### src/rtl/stream_endpoint_pkg.sv
// Shared constants and types for stream_endpoint.
// The CRC constants are only consumed when STREAM_ENDPOINT_CRC_EN is defined.
package stream_endpoint_pkg;

    localparam logic [31:0] CRC_POLY    = 32'hEDB88320;
    localparam logic [31:0] CRC_INIT    = 32'hFFFFFFFF;
    localparam logic [31:0] CRC_RESIDUE = 32'hDEBB20E3;

    typedef struct packed {
        logic do_write;
        logic do_read;
        logic ovf_evt;
        logic udf_evt;
    } xfer_t;

endpackage

### src/rtl/crc32_byte_update.sv
// Combinational reflected CRC-32 update of one byte (LSB-first, polynomial from the package).
module crc32_byte_update
    import stream_endpoint_pkg::*;
(
    input  logic [31:0] crc_in,
    input  logic [7:0]  data_in,
    output logic [31:0] crc_out
);

    logic [31:0] c;

    always_comb begin
        c = crc_in ^ {24'h0, data_in};
        for (int i = 0; i < 8; i++) begin
            c = c[0] ? ((c >> 1) ^ CRC_POLY) : (c >> 1);
        end
        crc_out = c;
    end

endmodule

### src/rtl/stream_endpoint.sv
// Single-clock buffered stream endpoint with sticky overflow/underflow flags.
// Define STREAM_ENDPOINT_CRC_EN to add a CRC-32 over accepted write words (DATA_WIDTH must be 8).
module stream_endpoint
    import stream_endpoint_pkg::*;
#(
    parameter int DATA_WIDTH = 8,
    parameter int ADDR_WIDTH = 4
) (
    input  logic                  clock,
    input  logic                  reset,
    input  logic [DATA_WIDTH-1:0] write_data,
    input  logic                  write_enable,
    input  logic                  read_enable,
    output logic [DATA_WIDTH-1:0] read_data,
    output logic [ADDR_WIDTH:0]   count,
    output logic                  full,
    output logic                  empty,
    output logic                  overflow,
    output logic                  underflow,
`ifdef STREAM_ENDPOINT_CRC_EN
    input  logic                  crc_clear,
    output logic [31:0]           crc_out,
`endif
    input  logic                  clear_flags
);

    localparam int DEPTH = 1 << ADDR_WIDTH;
    localparam logic [ADDR_WIDTH:0] FULL_CNT = (ADDR_WIDTH+1)'(DEPTH);

    logic [DATA_WIDTH-1:0] mem_q [DEPTH];
    logic [ADDR_WIDTH-1:0] wr_ptr_q, wr_ptr_d;
    logic [ADDR_WIDTH-1:0] rd_ptr_q, rd_ptr_d;
    logic [ADDR_WIDTH:0]   count_q, count_d;
    logic [DATA_WIDTH-1:0] read_data_q, read_data_d;
    logic                  overflow_q, overflow_d;
    logic                  underflow_q, underflow_d;
    xfer_t                 x;

    assign full  = (count_q == FULL_CNT);
    assign empty = (count_q == '0);

    always_comb begin
        x          = '0;
        x.do_read  = read_enable && !empty;
        // A read on the same edge frees a slot, so a write to a full buffer still lands.
        x.do_write = write_enable && (!full || x.do_read);
        x.ovf_evt  = write_enable && !x.do_write;
        x.udf_evt  = read_enable && empty;

        wr_ptr_d    = x.do_write ? wr_ptr_q + 1'b1 : wr_ptr_q;
        rd_ptr_d    = x.do_read  ? rd_ptr_q + 1'b1 : rd_ptr_q;
        read_data_d = x.do_read  ? mem_q[rd_ptr_q] : read_data_q;
        count_d     = count_q;
        if (x.do_write && !x.do_read) count_d = count_q + 1'b1;
        if (x.do_read && !x.do_write) count_d = count_q - 1'b1;

        overflow_d  = (overflow_q  && !clear_flags) || x.ovf_evt;
        underflow_d = (underflow_q && !clear_flags) || x.udf_evt;
    end

    always_ff @(posedge clock or posedge reset) begin
        if (reset) begin
            wr_ptr_q    <= '0;
            rd_ptr_q    <= '0;
            count_q     <= '0;
            read_data_q <= '0;
            overflow_q  <= 1'b0;
            underflow_q <= 1'b0;
        end else begin
            wr_ptr_q    <= wr_ptr_d;
            rd_ptr_q    <= rd_ptr_d;
            count_q     <= count_d;
            read_data_q <= read_data_d;
            overflow_q  <= overflow_d;
            underflow_q <= underflow_d;
        end
    end

    // Storage needs no reset: pointers and count decide what is valid.
    always_ff @(posedge clock) begin
        if (x.do_write) mem_q[wr_ptr_q] <= write_data;
    end

    assign read_data = read_data_q;
    assign count     = count_q;
    assign overflow  = overflow_q;
    assign underflow = underflow_q;

`ifdef STREAM_ENDPOINT_CRC_EN
    logic [31:0] crc_q, crc_d, crc_next;

    crc32_byte_update u_crc (
        .crc_in  (crc_q),
        .data_in (write_data),
        .crc_out (crc_next)
    );

    always_comb begin
        crc_d = crc_q;
        if (crc_clear)       crc_d = CRC_INIT;
        else if (x.do_write) crc_d = crc_next;
    end

    always_ff @(posedge clock or posedge reset) begin
        if (reset) crc_q <= CRC_INIT;
        else       crc_q <= crc_d;
    end

    assign crc_out = ~crc_q;
`endif

endmodule

### config.mk
export PLATFORM = sky130hd
export DESIGN_NAME = stream_endpoint
export DESIGN_NICKNAME = d
export VERILOG_FILES = /design/src/rtl/stream_endpoint_pkg.sv /design/src/rtl/crc32_byte_update.sv /design/src/rtl/stream_endpoint.sv
export SDC_FILE = /design/constraint.sdc
export NUM_CORES = 1
export LEC_CHECK = 0
export BUFFER_PORTS_ARGS = -buffer_cell sky130_fd_sc_hd__buf_2
export CAP_MARGIN = 20
export CORE_ASPECT_RATIO = 0.8
export CORE_MARGIN = 1.5
export CORE_UTILIZATION = 50
export CTS_BUF_LIST = sky130_fd_sc_hd__clkbuf_8
export CTS_CLUSTER_DIAMETER = 150
export DETAILED_ROUTE_END_ITERATION = 6
export PLACE_DENSITY = 0.67
export SLEW_MARGIN = 5
export SYNTH_ARGS = -nofsm -noshare
export SYNTH_HDL_FRONTEND = slang
export SYNTH_HIERARCHICAL = 1
export SYNTH_SLANG_ARGS = --single-unit
### constraint.sdc
create_clock -name clock -period 6 [get_ports clock]
set_input_delay 1.2 -clock clock [delete_from_list [all_inputs] [get_ports clock]]
set_output_delay 1.2 -clock clock [all_outputs]
set_load 0.02 [all_outputs]
# Word-level counts from Yosys, hierarchy flattened
# Memories as Yosys holds them, arrays and structs flattened. A register that Yosys moved wholly into a read port is not among the register bits.
# Cells that the tools add are included.
# W data, S select, Z words.
# word_totals
input_bits,13
regBits,15
out_inout_bits,17
mem_count,1
ramBits,128
# memory_table
name,words,width,rd,rd_clocked_by_memory_dff,write_ports,line,text
mem_q,16,8,1,1,1,stream_endpoint.sv:30,logic [DATA_WIDTH-1:0] mem_q [DEPTH];
# classes
reduce_logical,18
add_sub_neg,4
mux,4
n_eq_ne,1
# ops
operator,n
$mux W5,2
$add A4 B1 Y4 const B,2
$logic_and A1 B1 Y1,8
$add A5 B1 Y5 const B,1
$eq A5 B5 Y1 const B,1
$logic_not A1 Y1,5
$logic_not A5 Y1,1
$sub A5 B1 Y5 const B,1
$logic_or A1 B1 Y1,3
$mux W1,2
$reduce_bool A2 Y1,1

# Logic depth before layout (Yosys ltp)
# depth
ltp_word,8
mapped_depth,10
mapped_depth_nobuf,8

# Least setup slack after synthesis
# OpenSTA, ideal clock, no wires.
# synth_path
kind,register to register
start,"register count_q[0], in the netlist count[0]"
end,"register count_q[4], in the netlist count[4]"
stages_incl_launch_ff,11
t_arrival_ns,3.281
setup_time_ns,0.136
setup_slack_ns,2.582
path_cell_list,dfrtp_1 or4_1 buf_2 o21ai_0 buf_2 nor2_1 fa_1 a21o_1 a21oi_1 mux2_2 or3b_2
# synth_via
elab_chain_cells,8
word_cells_on_any_way,16
classes_between,add/sub: 2; eq/ne: 1; mux: 2; reduce/logical: 11
# synth_lines
element,line,text
from (decl),stream_endpoint.sv:33,"logic [ADDR_WIDTH:0] count_q, count_d;"
from (signal assigned),stream_endpoint.sv:72,count_q <= count_d;
branches (longest 8 deep; another with $add A5 B1 Y5),-,
# Parallel ways; which one is timed is not known. The select of a mux whose other input is x is not followed.
# A chain may end at the register's enable or synchronous reset.

# Worst setup path after layout
# Same ends and word-level chain as after synthesis.

==> results.json <==
{
  "synthFlopType": "edfxtp_1",
  "register_area_mm2": 0.004420,
  "drive_above_1_share_pct": 28.73,
  "io_pins": 30,
  "avgSynthCellArea_um2": 19.17,
  "p_seq_share_pct": 46.5,
  "worstPathRequired_ps": 6310,
  "start_kind": "flop",
  "critPathKind": "reg -> reg",
  "slew_headroom_pct": 27.94,
  "wl_per_cell_um": 21.92,
  "switchingPower_mw": 0.9980,
  "powerDensity_mw_per_mm2": 456.9,
  "global_route.overflow_total": 0,
  "layout_min_cycle_time_ps": 3561,
  "clock_sinks": 151,
  "synth_area_mm2": 0.006078,
  "core-area_mm2": 0.01169,
  "ys_seq_elements": 151,
  "cpMaxStageDelayCell": "or4_1",
  "first_iter_violations": 238,
  "p_int_mw": 2.099,
  "ys_seq_area_share_pct": 72.70,
  "fmax_ghz": 0.2808,
  "hold_path.class": "reg -> reg",
  "cp_data_arrival_time_ps": 3870,
  "r2r_slack_ps": 2440,
  "drcViolationCount": 0,
  "crit_fanout": 11,
  "die_area_mm2": 0.01283,
  "synthTopCellsByArea": "edfxtp_1 (63%), mux4_2 (12%), dfrtp_1 (9.5%), mux2i_1 (2.6%), ha_1 (1.6%)",
  "final_cell_mix": "edfxtp_1 (128), mux4_2 (32), buf_2 (31)",
  "portBuffers": 29,
  "rsz0062_at_grt": "false",
  "yosys.area.top_type": "edfxtp_1",
  "cts-htree-levels": 4,
  "insertion_delay_ps": 440,
  "grtUsageTotal_pct": 19.67,
  "root_buffer": "clkbuf_8",
  "multi_input_area_mm2": 0.001556,
  "peakVddDrop_v": 0.0002768,
  "tightest_slew_ps": 1081,
  "worst_hold_slack_ps": 502.7,
  "diodes": 0,
  "final.period_utilization_pct": 59.34,
  "grt_pass1_vias": 3050,
  "p_leak_nw": 2.392,
  "dr.pass1.iters": 6,
  "hold_buffers": 0,
  "antenna_found_initial": 0,
  "dp_hpwl_mm": 7.144,
  "maxSlewViolCount": 0,
  "cts_tree": "yes",
  "cts_resized": 0,
  "finalSetupViolations": 0,
  "worstPathCellList": "or4_1, o21ai_0, buf_4, nor2_1, fa_1, a21o_1, a21oi_1, mux2_2, or3b_2",
  "grt_start_max_net_pins": 36,
  "combinationalPowerShare_pct": 29.7,
  "ys_warn_count": 6,
  "ant_nets": 0,
  "clkSlewWorstSetupHoldPaths_ps": 80,
  "gp_congestion": 0.7488,
  "fp.dieH_um": 101.6,
  "clock_skew_ps": 9.460,
  "synth_top_area_share_pct": 63.24,
  "fin_tns_setup_ps": 0,
  "postSynthCellCount": 317,
  "status": "finished, final reports clean",
  "initial_core_util_pct": 51.99,
  "switching_share_pct": 32.22,
  "synthArstFlopShare_pct": 15.23,
  "drv_cap": 0,
  "nFillCells": 863,
  "layout.cells.most_common": "edfxtp_1",
  "route.vias.total": 3016,
  "drt_wl_total_mm": 11.33,
  "finalHoldViolations": 0,
  "nets": 378,
  "synth-edff-count": 128,
  "clock_power_share_pct": 23.8,
  "cts_setup_buffers": 0,
  "grt_pass1_wl_mm": 17.88,
  "synth_cell_type_count": 35,
  "critPathMaxStageDelay_ps": 710,
  "synth_nets": 339,
  "critPathCaptureType": "flop",
  "syn_to_final_growth_pct": 11.53,
  "placementRows": 35,
  "drt-vias-per-instance": 5.834,
  "die_w_um": 126.3,
  "numCtsBuffers": 17,
  "clockBufferDepth": 2
}
flip-flops by register name (all words and copies together), names as in the netlist:
register	cells
read_data	8
wr_ptr_q	4
count	5
underflow	1
mem_q	128
rd_ptr_q	4
overflow	1
power groups by stage:
| stage | sequential, mW | clock [mW] | combinational [mW] |
|---|---|---|---|
| after floorplan | 1.44 | 0 | 0.694 |
| after global placement | 1.46 | 0 | 0.916 |
| after detailed placement | 1.46 | 0 | 0.931 |
| after CTS | 1.44 | 0.750 | 0.933 |
| after global routing | 1.46 | 0.788 | 1.01 |
| final | 1.44 | 0.738 | 0.920 |
layer usage:
metal	GRT usage, %	part of all wire [%]	wire (µm)	vias up
met5	0	0	0	-
met4	6.808	1.7	193	0
met3	4.913	5.5	622	17
met2	29.46	45	5116	102
met1	28.73	48	5398	1560
li1	-	-	-	1337
stage by stage:
stage | util, % | std cells | instance area [µm²] | worst slack, ps | power (mW)
after floorplan | - | 317 | 6078 | 2582 | 2.130
after global placement | 54.36 | 480 | 6356 | 2320 | 2.373
after detailed placement | 54.47 | 482 | 6369 | 2265 | 2.392
after CTS | 57.66 | 514 | 6741 | 2442 | 3.123
after global routing | 57.98 | 517 | 6779 | 2261 | 3.256
final | 57.98 | 517 | 6779 | 2439 | 3.097
cell families (layout without fill, tap and decap cells):
kind of cell / count (synthesis) / count (layout) / synth area share [%]
mux: 54 / 54 / 15.97
fa+ha+maj: 9 / 9 / 1.976
xor+xnor: 9 / 9 / 1.297
flops: 151 / 151 / 72.70
compound gates: 20 / 20 / 2.717
buf+inv: 24 / 76 / 1.688
simple gates: 50 / 50 / 3.643
final cells by class:
type	count	area share (%)
clock buffer	17	3.451
clock inverter	15	2.049
inverter	7	0.3876
multi-input combinational	142	22.96
sequential	151	65.21
tap	148	2.732
timing repair buffer	37	3.212
final timing paths:
| path | startpoint | endpoint | cells past startpoint |
|---|---|---|---|
| worst max-delay path | count[0] | count[4] | 9 |
| worst min-delay path | overflow | overflow | 1 |
| worst max register to register | count[0] | count[4] | 9 |
| worst min register to register | overflow | overflow | 1 |
| max in group asynchronous | reset | rd_ptr_q[0] | 3 |
| min in group asynchronous | reset | wr_ptr_q[2] | 2 |
synth_stat cells (5+ instances only):
cell	instances
nand2_1	21
nor2_1	15
buf_2	9
ha_1	8
inv_1	7
nor3_1	5
edfxtp_1	128
mux2i_1	16
o221ai_1	8
mux4_2	32
xnor2_1	8
dfrtp_1	23
worst max-delay path: cells and delay by family, from the launching register on:
family / cells / cell delay, ps
compound gates: 3 / 680
fa+ha+maj: 1 / 410
buf+inv: 1 / 220
flops: 1 / 460
mux: 1 / 360
simple gates: 3 / 1280
Note: power is estimated with default switching activity, not from simulation.
